## config.mk

```make
export PLATFORM = sky130hd
export DESIGN_NAME = if_id_pipe_flat
export DESIGN_NICKNAME = d
export VERILOG_FILES = /design/src/rtl/if_id_pipe_if.sv /design/src/rtl/if_id_pipe.sv /design/src/flat_wrapper.sv
export SDC_FILE = /design/constraint.sdc
export NUM_CORES = 1
export LEC_CHECK = 0
export BUFFER_PORTS_ARGS = -buffer_cell sky130_fd_sc_hd__buf_2
export CAP_MARGIN = 20
export CORE_ASPECT_RATIO = 1.1
export CORE_MARGIN = 5
export CORE_UTILIZATION = 43
export DETAILED_ROUTE_END_ITERATION = 6
export GPL_TIMING_DRIVEN = 0
export PLACE_DENSITY = 0.6
export SLEW_MARGIN = 10
export SYNTH_ARGS = -nofsm -noshare
export SYNTH_HDL_FRONTEND = slang
export SYNTH_SLANG_ARGS = --single-unit
```

## constraint.sdc

```tcl
create_clock -name clk -period 4.7 [get_ports clk]
set_input_delay 0.47 -clock clk [delete_from_list [all_inputs] [get_ports clk]]
set_output_delay 0.47 -clock clk [all_outputs]
set_load 0.05 [all_outputs]
```

## src/rtl/if_id_pipe_if.sv

```systemverilog
// Fetch-side bundle between the hazard unit, the instruction SRAM and the IF/ID register.
// master = environment (hazard unit + SRAM), slave = if_id_pipe.
interface if_id_pipe_if;
    logic        stall_pc;
    logic        stall_if_id;
    logic        flush_if_id;
    logic        redirect_valid;
    logic [31:0] redirect_target;
    logic        inst_sram_en;
    logic [31:0] inst_sram_addr;
    logic [31:0] inst_sram_rdata;
    logic [31:0] id_pc;
    logic [31:0] id_inst;
    logic        id_valid;

    modport master (
        output stall_pc, stall_if_id, flush_if_id, redirect_valid, redirect_target,
        output inst_sram_rdata,
        input  inst_sram_en, inst_sram_addr, id_pc, id_inst, id_valid
    );

    modport slave (
        input  stall_pc, stall_if_id, flush_if_id, redirect_valid, redirect_target,
        input  inst_sram_rdata,
        output inst_sram_en, inst_sram_addr, id_pc, id_inst, id_valid
    );
endinterface

```

## src/rtl/if_id_pipe.sv

```systemverilog
// PC register, synchronous instruction SRAM request stage and IF/ID pipeline register,
// with a one-entry hold buffer for stalls and a pending-redirect slot.
module if_id_pipe #(
    parameter logic [31:0] RESET_PC = 32'hBFC0_0000,
    parameter logic [31:0] NOP_INST = 32'h0000_0000
) (
    input logic          clk,
    input logic          resetn,
    if_id_pipe_if.slave  pipe
);

    logic [31:0] pc_q, pc_d;
    logic [31:0] req_pc_q, req_pc_d;
    logic        req_valid_q, req_valid_d;
    logic        hold_valid_q, hold_valid_d;
    logic [31:0] hold_inst_q, hold_inst_d;
    logic        redir_pend_q, redir_pend_d;
    logic [31:0] redir_tgt_q, redir_tgt_d;
    logic [31:0] id_pc_q, id_pc_d;
    logic [31:0] id_inst_q, id_inst_d;
    logic        id_valid_q, id_valid_d;

    always_comb begin
        pc_d         = pc_q;
        req_pc_d     = req_pc_q;
        req_valid_d  = req_valid_q;
        redir_pend_d = redir_pend_q;
        redir_tgt_d  = redir_tgt_q;

        if (!pipe.stall_pc) begin
            req_pc_d    = pc_q;
            req_valid_d = 1'b1;
            // A live redirect at stall release wins over the queued one.
            if (pipe.redirect_valid) begin
                pc_d         = pipe.redirect_target;
                redir_pend_d = 1'b0;
            end else if (redir_pend_q) begin
                pc_d         = redir_tgt_q;
                redir_pend_d = 1'b0;
            end else begin
                pc_d = pc_q + 32'd4;
            end
        end else if (pipe.redirect_valid) begin
            redir_pend_d = 1'b1;
            redir_tgt_d  = pipe.redirect_target;
        end
    end

    always_comb begin
        id_pc_d      = id_pc_q;
        id_inst_d    = id_inst_q;
        id_valid_d   = id_valid_q;
        hold_valid_d = hold_valid_q;
        hold_inst_d  = hold_inst_q;

        if (pipe.flush_if_id) begin
            id_valid_d   = 1'b0;
            id_inst_d    = NOP_INST;
            id_pc_d      = req_pc_q;
            hold_valid_d = 1'b0;
        end else if (pipe.stall_if_id) begin
            // Only the first stall cycle sees req_pc's data; later reads are of pc_f.
            if (!hold_valid_q && req_valid_q) begin
                hold_valid_d = 1'b1;
                hold_inst_d  = pipe.inst_sram_rdata;
            end
        end else begin
            id_pc_d      = req_pc_q;
            id_inst_d    = hold_valid_q ? hold_inst_q : pipe.inst_sram_rdata;
            id_valid_d   = req_valid_q;
            hold_valid_d = 1'b0;
        end
    end

    always_ff @(posedge clk or negedge resetn) begin
        if (!resetn) begin
            pc_q         <= RESET_PC;
            req_pc_q     <= 32'd0;
            req_valid_q  <= 1'b0;
            hold_valid_q <= 1'b0;
            hold_inst_q  <= 32'd0;
            redir_pend_q <= 1'b0;
            redir_tgt_q  <= 32'd0;
            id_pc_q      <= 32'd0;
            id_inst_q    <= NOP_INST;
            id_valid_q   <= 1'b0;
        end else begin
            pc_q         <= pc_d;
            req_pc_q     <= req_pc_d;
            req_valid_q  <= req_valid_d;
            hold_valid_q <= hold_valid_d;
            hold_inst_q  <= hold_inst_d;
            redir_pend_q <= redir_pend_d;
            redir_tgt_q  <= redir_tgt_d;
            id_pc_q      <= id_pc_d;
            id_inst_q    <= id_inst_d;
            id_valid_q   <= id_valid_d;
        end
    end

    assign pipe.inst_sram_en   = resetn;
    assign pipe.inst_sram_addr = pc_q;
    assign pipe.id_pc          = id_pc_q;
    assign pipe.id_inst        = id_inst_q;
    assign pipe.id_valid       = id_valid_q;

endmodule

```

## src/flat_wrapper.sv

```systemverilog
// flat-port wrapper written by rule: the top's interface ports become plain ports
module if_id_pipe_flat 
#(
    parameter logic [31:0] RESET_PC = 32'hBFC0_0000,
    parameter logic [31:0] NOP_INST = 32'h0000_0000
)
  (clk, resetn, pipe_stall_pc, pipe_stall_if_id, pipe_flush_if_id, pipe_redirect_valid, pipe_redirect_target, pipe_inst_sram_rdata, pipe_inst_sram_en, pipe_inst_sram_addr, pipe_id_pc, pipe_id_inst, pipe_id_valid);
  if_id_pipe_if pipe_i ();
  input logic clk;
  input logic resetn;
  input wire logic [$bits(pipe_i.stall_pc)-1:0] pipe_stall_pc;
  input wire logic [$bits(pipe_i.stall_if_id)-1:0] pipe_stall_if_id;
  input wire logic [$bits(pipe_i.flush_if_id)-1:0] pipe_flush_if_id;
  input wire logic [$bits(pipe_i.redirect_valid)-1:0] pipe_redirect_valid;
  input wire logic [$bits(pipe_i.redirect_target)-1:0] pipe_redirect_target;
  input wire logic [$bits(pipe_i.inst_sram_rdata)-1:0] pipe_inst_sram_rdata;
  output wire logic [$bits(pipe_i.inst_sram_en)-1:0] pipe_inst_sram_en;
  output wire logic [$bits(pipe_i.inst_sram_addr)-1:0] pipe_inst_sram_addr;
  output wire logic [$bits(pipe_i.id_pc)-1:0] pipe_id_pc;
  output wire logic [$bits(pipe_i.id_inst)-1:0] pipe_id_inst;
  output wire logic [$bits(pipe_i.id_valid)-1:0] pipe_id_valid;
  assign pipe_i.stall_pc = pipe_stall_pc;
  assign pipe_i.stall_if_id = pipe_stall_if_id;
  assign pipe_i.flush_if_id = pipe_flush_if_id;
  assign pipe_i.redirect_valid = pipe_redirect_valid;
  assign pipe_i.redirect_target = pipe_redirect_target;
  assign pipe_i.inst_sram_rdata = pipe_inst_sram_rdata;
  assign pipe_inst_sram_en = pipe_i.inst_sram_en;
  assign pipe_inst_sram_addr = pipe_i.inst_sram_addr;
  assign pipe_id_pc = pipe_i.id_pc;
  assign pipe_id_inst = pipe_i.id_inst;
  assign pipe_id_valid = pipe_i.id_valid;
  if_id_pipe #(.RESET_PC(RESET_PC), .NOP_INST(NOP_INST)) u_core (.clk(clk), .resetn(resetn), .pipe(pipe_i));
endmodule
```

==> results.yml, run 1 <==
sta:
  max_slew_margin: 0.485
  setup_viol: 0
  final-max-slew-violation-count: 0
  finalClockSkew_ps: 12.2
  rsz0062_at_grt: "false"
  clock.fmax_ghz: 0.381
  setup_total_negative_slack_ps: 0
  tightestPinTransition_ps: 772
  timing.final.crit_period_ps: 2630
  final_hold_viol_count: 0
  layout_worst_path_cycle_share: 0.559
finish:
  proportion_of_layout_cells_with_a_drive_suffix_above_1: 0.356
  seqCellArea_mm2: 0.00492
  final_net_count: 1031
  layout_common_cells: "sky130_fd_sc_hd__dfrtp_1, sky130_fd_sc_hd__buf_2, sky130_fd_sc_hd__mux2_2, sky130_fd_sc_hd__nor2_1, sky130_fd_sc_hd__a21oi_1"
  flow.area_growth_from_synthesis_pct: 20.5
  fin_cells: 1229
  multi_input_area_mm2: 0.00370
  antennaDiodeCount: 0
  filler_cell_count: 1884
  mostFrequentLayoutCell: "sky130_fd_sc_hd__dfrtp_1"
synthesis:
  synth.ff_latch_count: 196
  edff_count_synth: 0
  synth-async-reset-ratio: 1.00
  yosysWarningCount: 0
  avgSynthCellArea_um2: 11.5
  synth_seq_area_share: 0.553
  synth_top_flop_cell: "sky130_fd_sc_hd__dfrtp_1"
  synth.lib_cells_used.distinct: 59
  post_synth_inst_count: 773
  synth_area_mm2: 0.00889
  postSynthNetCount: 844
routing:
  drt-initial-drc-count: 471
  detail_route.wl_per_cell_um: 18.6
  totalWireLength_mm: 22.8
  drt_pre_antenna_iters: 5
  final_antenna_net_count: 0
  drcViolationCount: 0
  avgViaCountPerCell: 5.44
  route.vias.total: 6682
floorplanning:
  floorplan.die_area_mm2: 0.0237
  dieHeight_um: 161
  std_cell_rows: 55
  core_area_mm2: 0.0204
  ioPinCount: 168
  die_width_um: 147
  starting_density: 0.435
placement:
  place.detailed.hpwl_mm: 16.8
  dp.cells: 1196
  place.port_buffers: 165
  place.gp.congestion: 0.884
global_routing:
  track_usage: 0.197
  grt_overflow_total: 0
  grt_first_pass_wirelength_mm: 37.3
  grt_pass1_vias: 6641
  grt_start_max_net_pins: 82
  initial_antenna_violation_count: 0
job:
  max_cap_violations: 0
cts:
  tritoncts_clock_tree: "yes"
  cts-buffers-inserted: 17
  cts_htree_levels: 4
  clkTransAtPathRegs_ps: 70
  ctsLongestPathBuffers: 2
  postCtsSetupBuffers: 0
  root_buffer: "sky130_fd_sc_hd__clkbuf_16"
  clkSinkCount: 196
  clk_latency_ps: 430
power_and_ir_drop:
  cellPowerDensity_mw_per_mm2: 453
  seq_power_share: 0.446
  p_switching_mw: 1.69
  power.share.switching: 0.348
  report.power.total_mw: 4.85
  power_frac_clock: 0.304
  internal_power_mw: 3.16
  peak_supply_drop_mv: 0.247
  power_share_of_the_combinational_group: 0.249
  power.leakage_nw: 4.80
setup_path:
  crit_type: "in2out"
  startpoint_type: "input port"
  worstPathRequired_ps: 4230
  cp-end-kind: "primary output"
  worstPathArrival_ps: 2160
  worst-path-max-fanout: 75
hold_path:
  holdCritPathClass: "in2reg"
run_status:
  outcome: "finished, final reports clean"
[sequential cells by signal, indices dropped and copies added (netlist names)]
| register | flops |
|---|---|
| u_core.req_pc_q | 32 |
| u_core.pipe.id_valid | 1 |
| u_core.redir_pend_q | 1 |
| u_core.pipe.id_pc | 32 |
| u_core.pipe.id_inst | 32 |
| u_core.redir_tgt_q | 32 |
| u_core.hold_valid_q | 1 |
| u_core.hold_inst_q | 32 |
| u_core.pipe.inst_sram_addr | 32 |
| u_core.req_valid_q | 1 |
[what timing repair did]
action	CTS	global route
hold buffers	1	0
endpoints found under the hold margin	41	0
gates resized for setup	0	0
[Yosys cell counts, drive strengths merged, types with 4 or more instances]
cell type,instances,area [um^2]
nor3,11,55.1
nor2,89,334
nand2b,5,31.3
mux2i,38,380
nand3,10,50.1
a31oi,9,56.3
a22oi,14,105
a21oi,46,230
dfrtp,187,4680
clkbuf,42,158
a22o,7,61.3
inv,8,30.0
nor4,5,43.8
and3,5,31.3
buf,18,82.6
o31ai,4,30.0
nand4,15,100
o21ai,39,195
and4,6,52.6
o22ai,6,37.5
a311o,6,60.1
dfstp,9,236
or3,4,25.0
nand2,27,101
mux2,122,1370
[path summary, 6_finish.rpt]
kind                                               start                        endpoint  slack (ps)  cells after the start
min in group asynchronous                         resetn           u_core.hold_inst_q[3]         520                      2
min                              pipe_inst_sram_rdata[5]           u_core.hold_inst_q[5]         280                      2
max in group asynchronous                         resetn  u_core.pipe.inst_sram_addr[31]        3420                      3
max reg2reg                u_core.pipe.inst_sram_addr[3]  u_core.pipe.inst_sram_addr[30]        2260                      5
max                                               resetn               pipe_inst_sram_en        2070                      5
min reg2reg                          u_core.req_pc_q[30]             u_core.req_pc_q[30]         490                      2
[power by group through the flow]
stage	Sequential, mW	Combinational [mW]	Clock, mW
2_1_floorplan	2.60	0.437	0
3_3_place_gp	2.19	1.20	0
3_5_place_dp	2.20	1.22	0
4_1_cts	2.17	1.22	1.52
5_1_grt	2.21	1.30	1.59
6_report	2.16	1.21	1.48
[final cells by class]
cell class                 instances  share of cell area
buffer                            60              0.0224
clock buffer                      17              0.0397
clock inverter                    15              0.0161
inverter                           8             0.00280
multi-input combinational        509               0.346
sequential                       196               0.459
tap                              256              0.0299
timing repair buffer             168              0.0841
[layer usage]
layer / vias up / routed length, um / track usage
met5: - / 0 / 0
li1: 3201 / - / -
met3: 27 / 1460 / 0.0483
met1: 3234 / 10300 / 0.273
met2: 220 / 10600 / 0.307
met4: 0 / 449 / 0.0627
[critical path: stages]
cell and delay, ps:
sky130_fd_sc_hd__dlygate4sd3_1 560, sky130_fd_sc_hd__buf_8 310, sky130_fd_sc_hd__buf_16 350, sky130_fd_sc_hd__buf_4 170, sky130_fd_sc_hd__buf_2 250
[stage by stage]
step	utilization	setup WS, ps	hold slack (ps)	cell area, um^2
floorplan	-	2450	174	8890
finish	0.524	2070	276	10700
global placement	0.491	-292	467	10000
global route	0.524	1900	264	10700
CTS	0.524	2010	261	10700
detailed placement	0.494	2220	388	10100
[logic make-up after synthesis]
logic type               after synthesis  synth area share
AO/OA/AOI/OAI                        159             0.115
adder cells (fa/ha/maj)                1           0.00141
buffers and inverters                 68            0.0304
flip-flops                           196             0.553
multiplexers                         160             0.197
AND/OR/NAND/NOR                      189             0.103
No activity file was read; power rests on OpenSTA's default activity.
==> run 2, diff against run 1 <==
- ABC_AREA: not set -> 1
- PLACE_DENSITY: 0.6 -> 0.61
- clock period: 4.7 -> 2.55 ns (I/O delays scaled with it)
==> run 2 against run 1 <==
Compared with the run above:
- sequential share of layout area is 0.20 points higher
- critical path depth decreased by 1
- worst setup slack worse by 1300 ps
- largest cell class unchanged
- largest power group unchanged
==> results.yml, run 2 <==
synthesis:
  library_cell_occupying_the_most_area_in_the_post_synthesis_netlist: "sky130_fd_sc_hd__dfrtp_1"
  post-synth-top-area-fraction: 0.530
  post_synth_xor_area_fraction: 0.000992
  synth_top_flop_cell: "sky130_fd_sc_hd__dfrtp_1"
  synthAdderAreaFrac: 0.00142
  synth_area_mm2: 0.00882
  synth.lib_cells_used.distinct: 33
  yosysMostFrequentCell: "sky130_fd_sc_hd__nand2_1"
  synthMuxAreaShare: 0.0217
  synth-async-reset-ratio: 1.00
  basic_gate_share_of_the_synthesized_area_counting_and_or_nand_and_nor_cells: 0.220
  synth_seq_area_share: 0.557
  synth_common_cells: "sky130_fd_sc_hd__nand2_1, sky130_fd_sc_hd__dfrtp_1, sky130_fd_sc_hd__o21ai_0"
  synth.ff_latch_count: 196
  combinational_family_with_the_most_area_after_synthesis: "simple AND/OR/NAND/NOR gates"
  synth_compound_gate_area_share: 0.132
  postSynthNetCount: 1113
  synth.top_cells.by_area: "sky130_fd_sc_hd__dfrtp_1, sky130_fd_sc_hd__nand2_1, sky130_fd_sc_hd__o21ai_0"
  post_synth_inst_count: 1042
  avgSynthCellArea_um2: 8.47
  edff_count_synth: 0
  yosysWarningCount: 0
finish:
  final_net_count: 1300
  flow.area_growth_from_synthesis_pct: 20.8
  fin_area_mm2: 0.0107
  mostFrequentLayoutCell: "sky130_fd_sc_hd__nand2_1"
  layout_common_cells: "sky130_fd_sc_hd__nand2_1, sky130_fd_sc_hd__dfrtp_1, sky130_fd_sc_hd__buf_2, sky130_fd_sc_hd__o21ai_0, sky130_fd_sc_hd__inv_1"
  antennaDiodeCount: 0
  proportion_of_layout_cells_with_a_drive_suffix_above_1: 0.218
floorplanning:
  std_cell_rows: 55
  floorplan.die_area_mm2: 0.0235
  dieHeight_um: 160
  starting_density: 0.433
  core_area_mm2: 0.0204
  ioPinCount: 168
  die_width_um: 147
routing:
  drt_pre_antenna_iters: 5
  detail_route.wl_per_cell_um: 15.9
  route.vias.total: 7501
  drcViolationCount: 0
  final_antenna_net_count: 0
  totalWireLength_mm: 23.8
  avgViaCountPerCell: 5.01
  drt-initial-drc-count: 486
cts:
  cts_hold_repair.buffers: 1
  clkSinkCount: 196
  cts_htree_levels: 4
  cts-buffers-inserted: 17
  postCtsSetupBuffers: 0
  ctsLongestPathBuffers: 2
  root_buffer: "sky130_fd_sc_hd__clkbuf_16"
  clkTransAtPathRegs_ps: 70
  tritoncts_clock_tree: "yes"
  cts_resized: 0
  clk_latency_ps: 440
setup_path:
  worstPathRequired_ps: 2300
  crit_path_cell_trace: "dlygate4sd3_1, buf_8, buf_4, buf_2"
  worst_path_max_delay_cell: "sky130_fd_sc_hd__dlygate4sd3_1"
  crit_type: "in2out"
  worstPathArrival_ps: 1540
  cp-end-kind: "primary output"
  timing.critical_path.slowest_cell_delay_ps: 570
  startpoint_type: "input port"
  worst-path-max-fanout: 38
hold_path:
  holdCritPathClass: "in2reg"
sta:
  finalClockSkew_ps: 12.2
  layout_worst_path_cycle_share: 0.705
  setup_total_negative_slack_ps: 0
  timing.final.crit_period_ps: 1800
  final-max-slew-violation-count: 0
  clock.fmax_ghz: 0.556
  max_slew_margin: 0.567
  setup_slack_ps: 752
  final_hold_viol_count: 0
  tightestPinTransition_ps: 650
  rsz0062_at_grt: "false"
  setup_viol: 0
global_routing:
  grt_first_pass_wirelength_mm: 39.0
  met3_resource_use_gr: 0.0417
  grt_overflow_total: 0
  grt_pass1_vias: 7402
  groute.layer.met2.usage: 0.332
  initial_antenna_violation_count: 0
  track_usage: 0.207
  gr-usage-met1: 0.286
  grt-busiest-layer: "met2"
  grt_start_max_net_pins: 87
power_and_ir_drop:
  power.leakage_nw: 5.33
  peak_supply_drop_mv: 0.488
  cellPowerDensity_mw_per_mm2: 795
placement:
  placed_cell_area_mm2: 0.0100
  place.gp.congestion: 0.908
  pre_cts_ws_ps: 886
  place.detailed.hpwl_mm: 17.9
  place.port_buffers: 165
job:
  max_cap_violations: 0
run_status:
  outcome: "finished, final reports clean"
-- run 2: metrics by stage --
stage                     hold slack (ps)  std cells  power (mW)  utilization
final                                39.8       1498        8.48        0.523
after global routing                 30.5       1498        8.88        0.523
after CTS                            23.2       1498        8.54        0.523
after detailed placement              152       1465        5.72        0.493
after global placement                455       1463        5.67        0.489
after floorplan                     -40.6       1042        5.10            -
-- run 2: metal layers --
metal / vias up / part of all wire
li1: 3747 / -
met1: 3510 / 0.46
met2: 214 / 0.47
met3: 30 / 0.055
met4: 0 / 0.019
met5: - / 0
-- run 2: power by group --
part           leakage [nW]  switching, mW  internal (mW)
registers              2.37          0.270           3.53
clock network         0.297           1.33           1.50
logic                  2.66           1.38          0.477
total                  5.33           2.98           5.50
-- run 2: path summary, 6_finish.rpt --
check | startpoint | end | slack [ps] | cells after the start
setup / recovery | resetn | pipe_inst_sram_en | 750 | 4
hold / removal | pipe_flush_if_id | u_core.pipe.id_valid | 40 | 2
setup reg to reg | u_core.pipe.inst_sram_addr[3] | u_core.pipe.inst_sram_addr[24] | 860 | 9
hold reg to reg | u_core.req_pc_q[4] | u_core.pipe.id_pc[4] | 470 | 2
max in group asynchronous | resetn | u_core.pipe.inst_sram_addr[25] | 1140 | 4
min in group asynchronous | resetn | u_core.pipe.id_inst[8] | 280 | 2
-- run 2: layout make-up --
| cell class | count | area [um^2] |
|---|---|---|
| clock inverters | 15 | 191 |
| plain buffers | 54 | 245 |
| fillers | 1977 | 9710 |
| repair buffers | 168 | 901 |
| well taps | 256 | 320 |
| flip-flops and latches | 196 | 4920 |
| multi-input cells | 701 | 3320 |
| inverters | 91 | 342 |
| clock buffers | 17 | 425 |
-- run 2: cell families after synthesis --
| group | Yosys count |
|---|---|
| fa+ha+maj | 1 |
| buf+inv | 145 |
| mux | 17 |
| flops | 196 |
| compound gates | 214 |
| xor+xnor | 1 |
| simple gates | 468 |
-- run 2: worst max-delay path, delay by kind of cell --
kind | cells | cell delay (ps)
buf+inv | 4 | 1270
